==> src/rtl/tank_mover_if.sv <==
// Command handshake between the player input decoder (master) and tank_mover (slave).
interface tank_mover_if;
    logic       cmd_valid;
    logic [1:0] cmd_dir;
    logic       cmd_ready;

    modport master (output cmd_valid, output cmd_dir, input cmd_ready);
    modport slave  (input cmd_valid, input cmd_dir, output cmd_ready);
endinterface

==> src/rtl/tank_mover.sv <==
// Tank movement engine: steps the tank one pixel per divider tick for a fixed run length.
// Define TANK_MOVER_QUEUE_EN to add a one-deep command buffer that chains moves back-to-back.
//
// state  | meaning
// WAIT   | after reset, waiting for start
// INIT   | load position from init_x_i/init_y_i
// IDLE   | ready for a direction command
// MOVE   | stepping one pixel per divider tick
module tank_mover #(
    parameter int XW          = 8,
    parameter int YW          = 7,
    parameter int STEP_PIXELS = 9,
    parameter int DIV_COUNT   = 1600000,
    parameter int X_MIN       = 0,
    parameter int X_MAX       = 159,
    parameter int Y_MIN       = 0,
    parameter int Y_MAX       = 119
) (
    input  logic          clk,
    input  logic          resetn,
    input  logic          start_i,
    input  logic [XW-1:0] init_x_i,
    input  logic [YW-1:0] init_y_i,
    input  logic          blocked_i,
    tank_mover_if.slave   cmd,
    output logic [XW-1:0] x_o,
    output logic [YW-1:0] y_o,
    output logic          moving_o,
    output logic [1:0]    facing_o,
    output logic          done_o
);
    localparam int DW = $clog2(DIV_COUNT);
    localparam int SW = $clog2(STEP_PIXELS + 1);

    localparam logic [1:0] DIR_UP    = 2'd0;
    localparam logic [1:0] DIR_DOWN  = 2'd1;
    localparam logic [1:0] DIR_LEFT  = 2'd2;
    localparam logic [1:0] DIR_RIGHT = 2'd3;

    typedef enum logic [1:0] {S_WAIT, S_INIT, S_IDLE, S_MOVE} state_t;

    state_t        state_q, state_d;
    logic [XW-1:0] x_q, x_d;
    logic [YW-1:0] y_q, y_d;
    logic [1:0]    facing_q, facing_d;
    logic [DW-1:0] div_q, div_d;
    logic [SW-1:0] step_q, step_d;
    logic          done_q, done_d;
`ifdef TANK_MOVER_QUEUE_EN
    logic          buf_full_q, buf_full_d;
    logic [1:0]    buf_dir_q, buf_dir_d;
`endif

    logic tick;
    logic at_bound;
    logic accept;
    logic move_end;
    logic cmd_ready;

    assign tick   = (state_q == S_MOVE) && (div_q == DW'(DIV_COUNT - 1));
    assign accept = cmd.cmd_valid & cmd_ready;

    // Ready depends only on state and buffer occupancy, never on cmd_valid.
    always_comb begin
        cmd_ready = (state_q == S_IDLE);
`ifdef TANK_MOVER_QUEUE_EN
        if (state_q == S_MOVE && !buf_full_q) begin
            cmd_ready = 1'b1;
        end
`endif
    end

    always_comb begin
        at_bound = 1'b0;
        case (facing_q)
            DIR_UP:    at_bound = (y_q == YW'(Y_MIN));
            DIR_DOWN:  at_bound = (y_q == YW'(Y_MAX));
            DIR_LEFT:  at_bound = (x_q == XW'(X_MIN));
            DIR_RIGHT: at_bound = (x_q == XW'(X_MAX));
            default:   at_bound = 1'b0;
        endcase
    end

    always_comb begin
        state_d  = state_q;
        x_d      = x_q;
        y_d      = y_q;
        facing_d = facing_q;
        div_d    = '0;
        step_d   = step_q;
        done_d   = 1'b0;
        move_end = 1'b0;
`ifdef TANK_MOVER_QUEUE_EN
        buf_full_d = buf_full_q;
        buf_dir_d  = buf_dir_q;
`endif

        case (state_q)
            S_WAIT: begin
                if (start_i) begin
                    state_d = S_INIT;
                end
            end
            S_INIT: begin
                x_d     = init_x_i;
                y_d     = init_y_i;
                state_d = S_IDLE;
            end
            S_IDLE: begin
                step_d = '0;
                if (accept) begin
                    facing_d = cmd.cmd_dir;
                    state_d  = S_MOVE;
                end
            end
            S_MOVE: begin
                div_d = tick ? '0 : div_q + DW'(1);
                if (tick) begin
                    if (blocked_i || at_bound) begin
                        move_end = 1'b1;
                    end else begin
                        case (facing_q)
                            DIR_UP:    y_d = y_q - YW'(1);
                            DIR_DOWN:  y_d = y_q + YW'(1);
                            DIR_LEFT:  x_d = x_q - XW'(1);
                            default:   x_d = x_q + XW'(1);
                        endcase
                        step_d = step_q + SW'(1);
                        if (step_q == SW'(STEP_PIXELS - 1)) begin
                            move_end = 1'b1;
                        end
                    end
                end

                if (move_end) begin
                    done_d  = 1'b1;
                    step_d  = '0;
                    div_d   = '0;
                    state_d = S_IDLE;
`ifdef TANK_MOVER_QUEUE_EN
                    if (buf_full_q) begin
                        facing_d   = buf_dir_q;
                        buf_full_d = 1'b0;
                        state_d    = S_MOVE;
                    end else if (accept) begin
                        // Offer landing on the final edge becomes the next move directly.
                        facing_d = cmd.cmd_dir;
                        state_d  = S_MOVE;
                    end
                end else if (accept) begin
                    buf_full_d = 1'b1;
                    buf_dir_d  = cmd.cmd_dir;
`endif
                end
            end
            default: state_d = S_WAIT;
        endcase
    end

    always_ff @(posedge clk) begin
        if (!resetn) begin
            state_q  <= S_WAIT;
            x_q      <= init_x_i;
            y_q      <= init_y_i;
            facing_q <= 2'd0;
            div_q    <= '0;
            step_q   <= '0;
            done_q   <= 1'b0;
`ifdef TANK_MOVER_QUEUE_EN
            buf_full_q <= 1'b0;
            buf_dir_q  <= 2'd0;
`endif
        end else begin
            state_q  <= state_d;
            x_q      <= x_d;
            y_q      <= y_d;
            facing_q <= facing_d;
            div_q    <= div_d;
            step_q   <= step_d;
            done_q   <= done_d;
`ifdef TANK_MOVER_QUEUE_EN
            buf_full_q <= buf_full_d;
            buf_dir_q  <= buf_dir_d;
`endif
        end
    end

    assign cmd.cmd_ready = cmd_ready;
    assign x_o           = x_q;
    assign y_o           = y_q;
    assign moving_o      = (state_q == S_MOVE);
    assign facing_o      = facing_q;
    assign done_o        = done_q;
endmodule

==> src/flat_wrapper.sv <==
// flat-port wrapper written by rule: the top's interface ports become plain ports
module tank_mover_flat 
#(
    parameter int XW          = 8,
    parameter int YW          = 7,
    parameter int STEP_PIXELS = 9,
    parameter int DIV_COUNT   = 1600000,
    parameter int X_MIN       = 0,
    parameter int X_MAX       = 159,
    parameter int Y_MIN       = 0,
    parameter int Y_MAX       = 119
)
  (clk, resetn, start_i, init_x_i, init_y_i, blocked_i, x_o, y_o, moving_o, facing_o, done_o, cmd_cmd_valid, cmd_cmd_dir, cmd_cmd_ready);
  tank_mover_if cmd_i ();
  input  logic clk;
  input  logic resetn;
  input  logic start_i;
  input  logic [XW-1:0] init_x_i;
  input  logic [YW-1:0] init_y_i;
  input  logic blocked_i;
  output logic [XW-1:0] x_o;
  output logic [YW-1:0] y_o;
  output logic moving_o;
  output logic [1:0] facing_o;
  output logic done_o;
  input wire logic [$bits(cmd_i.cmd_valid)-1:0] cmd_cmd_valid;
  input wire logic [$bits(cmd_i.cmd_dir)-1:0] cmd_cmd_dir;
  output wire logic [$bits(cmd_i.cmd_ready)-1:0] cmd_cmd_ready;
  assign cmd_i.cmd_valid = cmd_cmd_valid;
  assign cmd_i.cmd_dir = cmd_cmd_dir;
  assign cmd_cmd_ready = cmd_i.cmd_ready;
  tank_mover #(.XW(XW), .YW(YW), .STEP_PIXELS(STEP_PIXELS), .DIV_COUNT(DIV_COUNT), .X_MIN(X_MIN), .X_MAX(X_MAX), .Y_MIN(Y_MIN), .Y_MAX(Y_MAX)) u_core (.clk(clk), .resetn(resetn), .start_i(start_i), .init_x_i(init_x_i), .init_y_i(init_y_i), .blocked_i(blocked_i), .cmd(cmd_i), .x_o(x_o), .y_o(y_o), .moving_o(moving_o), .facing_o(facing_o), .done_o(done_o));
endmodule
==> config.mk <==
export PLATFORM = sky130hd
export DESIGN_NAME = tank_mover_flat
export DESIGN_NICKNAME = d
export VERILOG_FILES = /design/src/rtl/tank_mover_if.sv /design/src/rtl/tank_mover.sv /design/src/flat_wrapper.sv
export SDC_FILE = /design/constraint.sdc
export NUM_CORES = 1
export LEC_CHECK = 0
export CORE_ASPECT_RATIO = 0.75
export CORE_MARGIN = 1
export CORE_UTILIZATION = 54
export DETAILED_ROUTE_END_ITERATION = 8
export HOLD_SLACK_MARGIN = 0.06
export PLACE_DENSITY = 0.8
export SYNTH_ARGS = -nofsm -noshare
export SYNTH_HDL_FRONTEND = slang
export SYNTH_SLANG_ARGS = --single-unit
==> constraint.sdc <==
create_clock -name clk -period 3.2 [get_ports clk]
set_input_delay 0.64 -clock clk [delete_from_list [all_inputs] [get_ports clk]]
set_output_delay 0.64 -clock clk [all_outputs]
set_load 0.01 [all_outputs]
==> impl_metrics.toml <==
[sta]
setup_slack_ps = 682
hold_violations = 0
hold_ws_ps = 475
tightest_slew_ps = 810
rsz0062_at_grt = "false"
fmax_mhz = 397
setup_viol = 0
skew_ps = 10.6
fin_crit_sh_pct = 78.7
slew_headroom_pct = 45.8
period_needed_ps = 2520
finalMaxSlewViolations = 0
setup_tns_ps = 0

[routing]
routed_wl_um = 6050
ant_nets = 0
wl_per_cell_um = 15.3
first_pass_iters = 4
via_per_inst = 5.75
vias = 2277
post-route-drc-count = 0
drt_iter0_drc = 121

[finish]
drive_gt1_share_pct = 5.31
diodes = 0
stdcell_area_um2 = 3220
multi_input_area_um2 = 1500
fillers = 366
register_area_um2 = 1050
syn2layout_area_growth_pct = 21.8
nets = 376

[power_and_ir_drop]
pwr-share-comb_pct = 15.8
seqPwrFrac_pct = 50.9
switchingPower_w = 0.000320
swShare_pct = 25.3
peakVddDrop_mv = 0.252
leakage_nw = 1.15
power_density_nw_per_um2 = 393
clockPowerShare_pct = 33.3
p_int_w = 0.000945

[clock_tree]
post_cts_buffers = 0
cts_root_buf = "clkbuf_8"
cts_tree = "built"
cts_hold_buf = 0
cts_num_sinks = 45
post_cts_resized = 0
numCtsBuffers = 5
h-tree-depth = 2
clk_pin_slew_ps = 90
worstSkewPairLatency_ps = 300
clk_path_buf_depth = 2

[global_route]
grtUsageTotal_pct = 26.4
antenna_found_initial = 0
grt_pass1_vias = 2312
overflow = 0
grt_pass1_wl_um = 10500
grt_max_degree = 20

[place]
dp_hpwl_um = 4450
pre_cts_slack_ps = 636
dpl_cell_area_um2 = 3100
port_buffers = 41
globalplace.congestion = 0.891

[critical_path]
reg2reg_from = "u_core.facing_o[1]$_SDFFE_PN0P_"
crit_fanout = 8
cp-startpoint = "u_core.facing_o[1]$_SDFFE_PN0P_"
crit_path_start_kind = "flip-flop"
r2r-end = "u_core.x_o[6]$_DFFE_PP_"
reg2reg_depth = 8
worstPathRequired_ps = 3360
cp.arrival_ps = 2680
worstSetupEndpoint = "u_core.x_o[6]$_DFFE_PP_"
r2r_setup_slack_ps = 680
critPathCaptureType = "flip-flop"
crit_type = "flip-flop to flip-flop"

[die]
dieHeight_um = 62.6
initial_utilization_pct = 57.7
coreArea_um2 = 4570
row_count = 21
boundaryPins = 42
floorplan.die.width_um = 82.7
die_area_um2 = 5180

[logic_synthesis]
synth_nets = 331
ys_warn_count = 0
ys_ff_latch = 45
synth-main-ff-cell = "dfxtp_1"
netlist_area_um2 = 2640
synth_edf_count = 15
synthArstFlopShare_pct = 0
synth_cell_types = 49
synth_cells = 293
syn_avg_cell_area_um2 = 9.01
synth_seq_area_share_pct = 39.8

[worst_hold_path]
hold_class = "flip-flop to flip-flop"

[run_status]
outcome = "completed"

[run]
drv_cap = 0
## cell type report
cell class                 instances  area share [%]
multi-input combinational        229            46.6
sequential                        45            32.7
timing repair buffer              44            13.5
clock buffer                       7            3.35
tap                               57            2.22
inverter                          13            1.52
clock inverter                     1           0.195
## synthesized netlist by cell type (4+ instances only)
cell / count / area share [%]
or4_1: 4 / 1.1
nand4_1: 8 / 1.9
nand3_1: 19 / 3.6
ha_1: 14 / 6.6
dfxtp_1: 30 / 23
nand2_1: 34 / 4.8
inv_1: 13 / 1.8
nor4_1: 8 / 1.9
a21oi_1: 7 / 1.3
edfxtp_1: 15 / 17
xnor2_1: 12 / 4.0
xor2_1: 16 / 5.3
and3_1: 6 / 1.4
nor2_1: 31 / 4.4
nor3_1: 5 / 0.95
o21ai_0: 13 / 2.5
## power groups by stage
stage	combinational (W)	sequential (W)	clock, W
6_report	0.000200	0.000643	0.000421
3_5_place_dp	0.000199	0.000655	0
3_3_place_gp	0.000194	0.000655	0
4_1_cts	0.000200	0.000643	0.000426
5_1_grt	0.000222	0.000647	0.000453
2_1_floorplan	0.000106	0.000655	0
## flip-flops by register name (all words and copies together), names as in the netlist
name             count
u_core.div_q        21
u_core.x_o           8
u_core.y_o           7
u_core.step_q        4
u_core.facing_o      2
u_core.state_q       2
u_core.done_o        1
## routing by layer
metal / wire length, um / GRT usage (%)
met1: 2860 / 36.6
met2: 2830 / 42.9
met3: 303 / 4.38
met4: 55 / 5.60
met5: 0 / 0
## cell usage in the layout, fill, tap and decap left out, types with 3 or more instances in the layout
master           instances
inv_1                   13
xnor2_1                 12
clkbuf_8                 6
a21oi_1                  7
xor2_1                  16
nor4_1                   8
o21ai_0                 13
nand3b_1                 3
edfxtp_1                15
nor3b_1                  3
a21boi_0                 3
o31ai_1                  3
nand2b_1                 3
or4_1                    4
nor3_1                   5
dfxtp_1                 30
nor2b_1                  3
and3_1                   6
a21o_1                   3
nand4_1                  8
nor2_1                  31
nand2_1                 34
clkdlybuf4s50_1         41
ha_1                    14
nand3_1                 19
buf_4                    3
## worst min-delay path by stage
| stage | startpoint | endpoint | cells past startpoint |
|---|---|---|---|
| floorplan | u_core.div_q[0]$_SDFF_PP0_ | u_core.div_q[0]$_SDFF_PP0_ | 1 |
| global placement | u_core.div_q[0]$_SDFF_PP0_ | u_core.div_q[0]$_SDFF_PP0_ | 1 |
| detailed placement | u_core.div_q[0]$_SDFF_PP0_ | u_core.div_q[0]$_SDFF_PP0_ | 1 |
| CTS | u_core.div_q[0]$_SDFF_PP0_ | u_core.div_q[0]$_SDFF_PP0_ | 1 |
| global route | u_core.step_q[3]$_SDFFE_PN0P_ | u_core.step_q[3]$_SDFFE_PN0P_ | 2 |
| finish | u_core.div_q[0]$_SDFF_PP0_ | u_core.div_q[0]$_SDFF_PP0_ | 1 |
## metrics by stage
stage | cells | utilization (%) | total power [W]
2_1_floorplan | 293 | - | 0.000761
5_1_grt | 396 | 70.3 | 0.00132
3_3_place_gp | 388 | 67.8 | 0.000849
3_5_place_dp | 388 | 67.8 | 0.000854
4_1_cts | 396 | 70.3 | 0.00127
6_report | 396 | 70.3 | 0.00126
## cell families after synthesis
group,count (synthesis),synth area share (%)
AND/OR/NAND/NOR,140,28.2
flip-flops,45,39.8
AO/OA/AOI/OAI,43,10.3
XOR/XNOR,28,9.29
buffers and inverters,19,3.46
adder cells (fa/ha/maj),16,8.15
multiplexers,2,0.758
## critical path, stage by stage (launching register included)
cell,delay [ps]
dfxtp_1,470
nand2b_1,130
inv_1,270
ha_1,340
nor2b_1,150
o21ai_0,220
a21boi_0,210
or4_1,500
nand3_1,90
No activity file was read; power rests on OpenSTA's default activity.
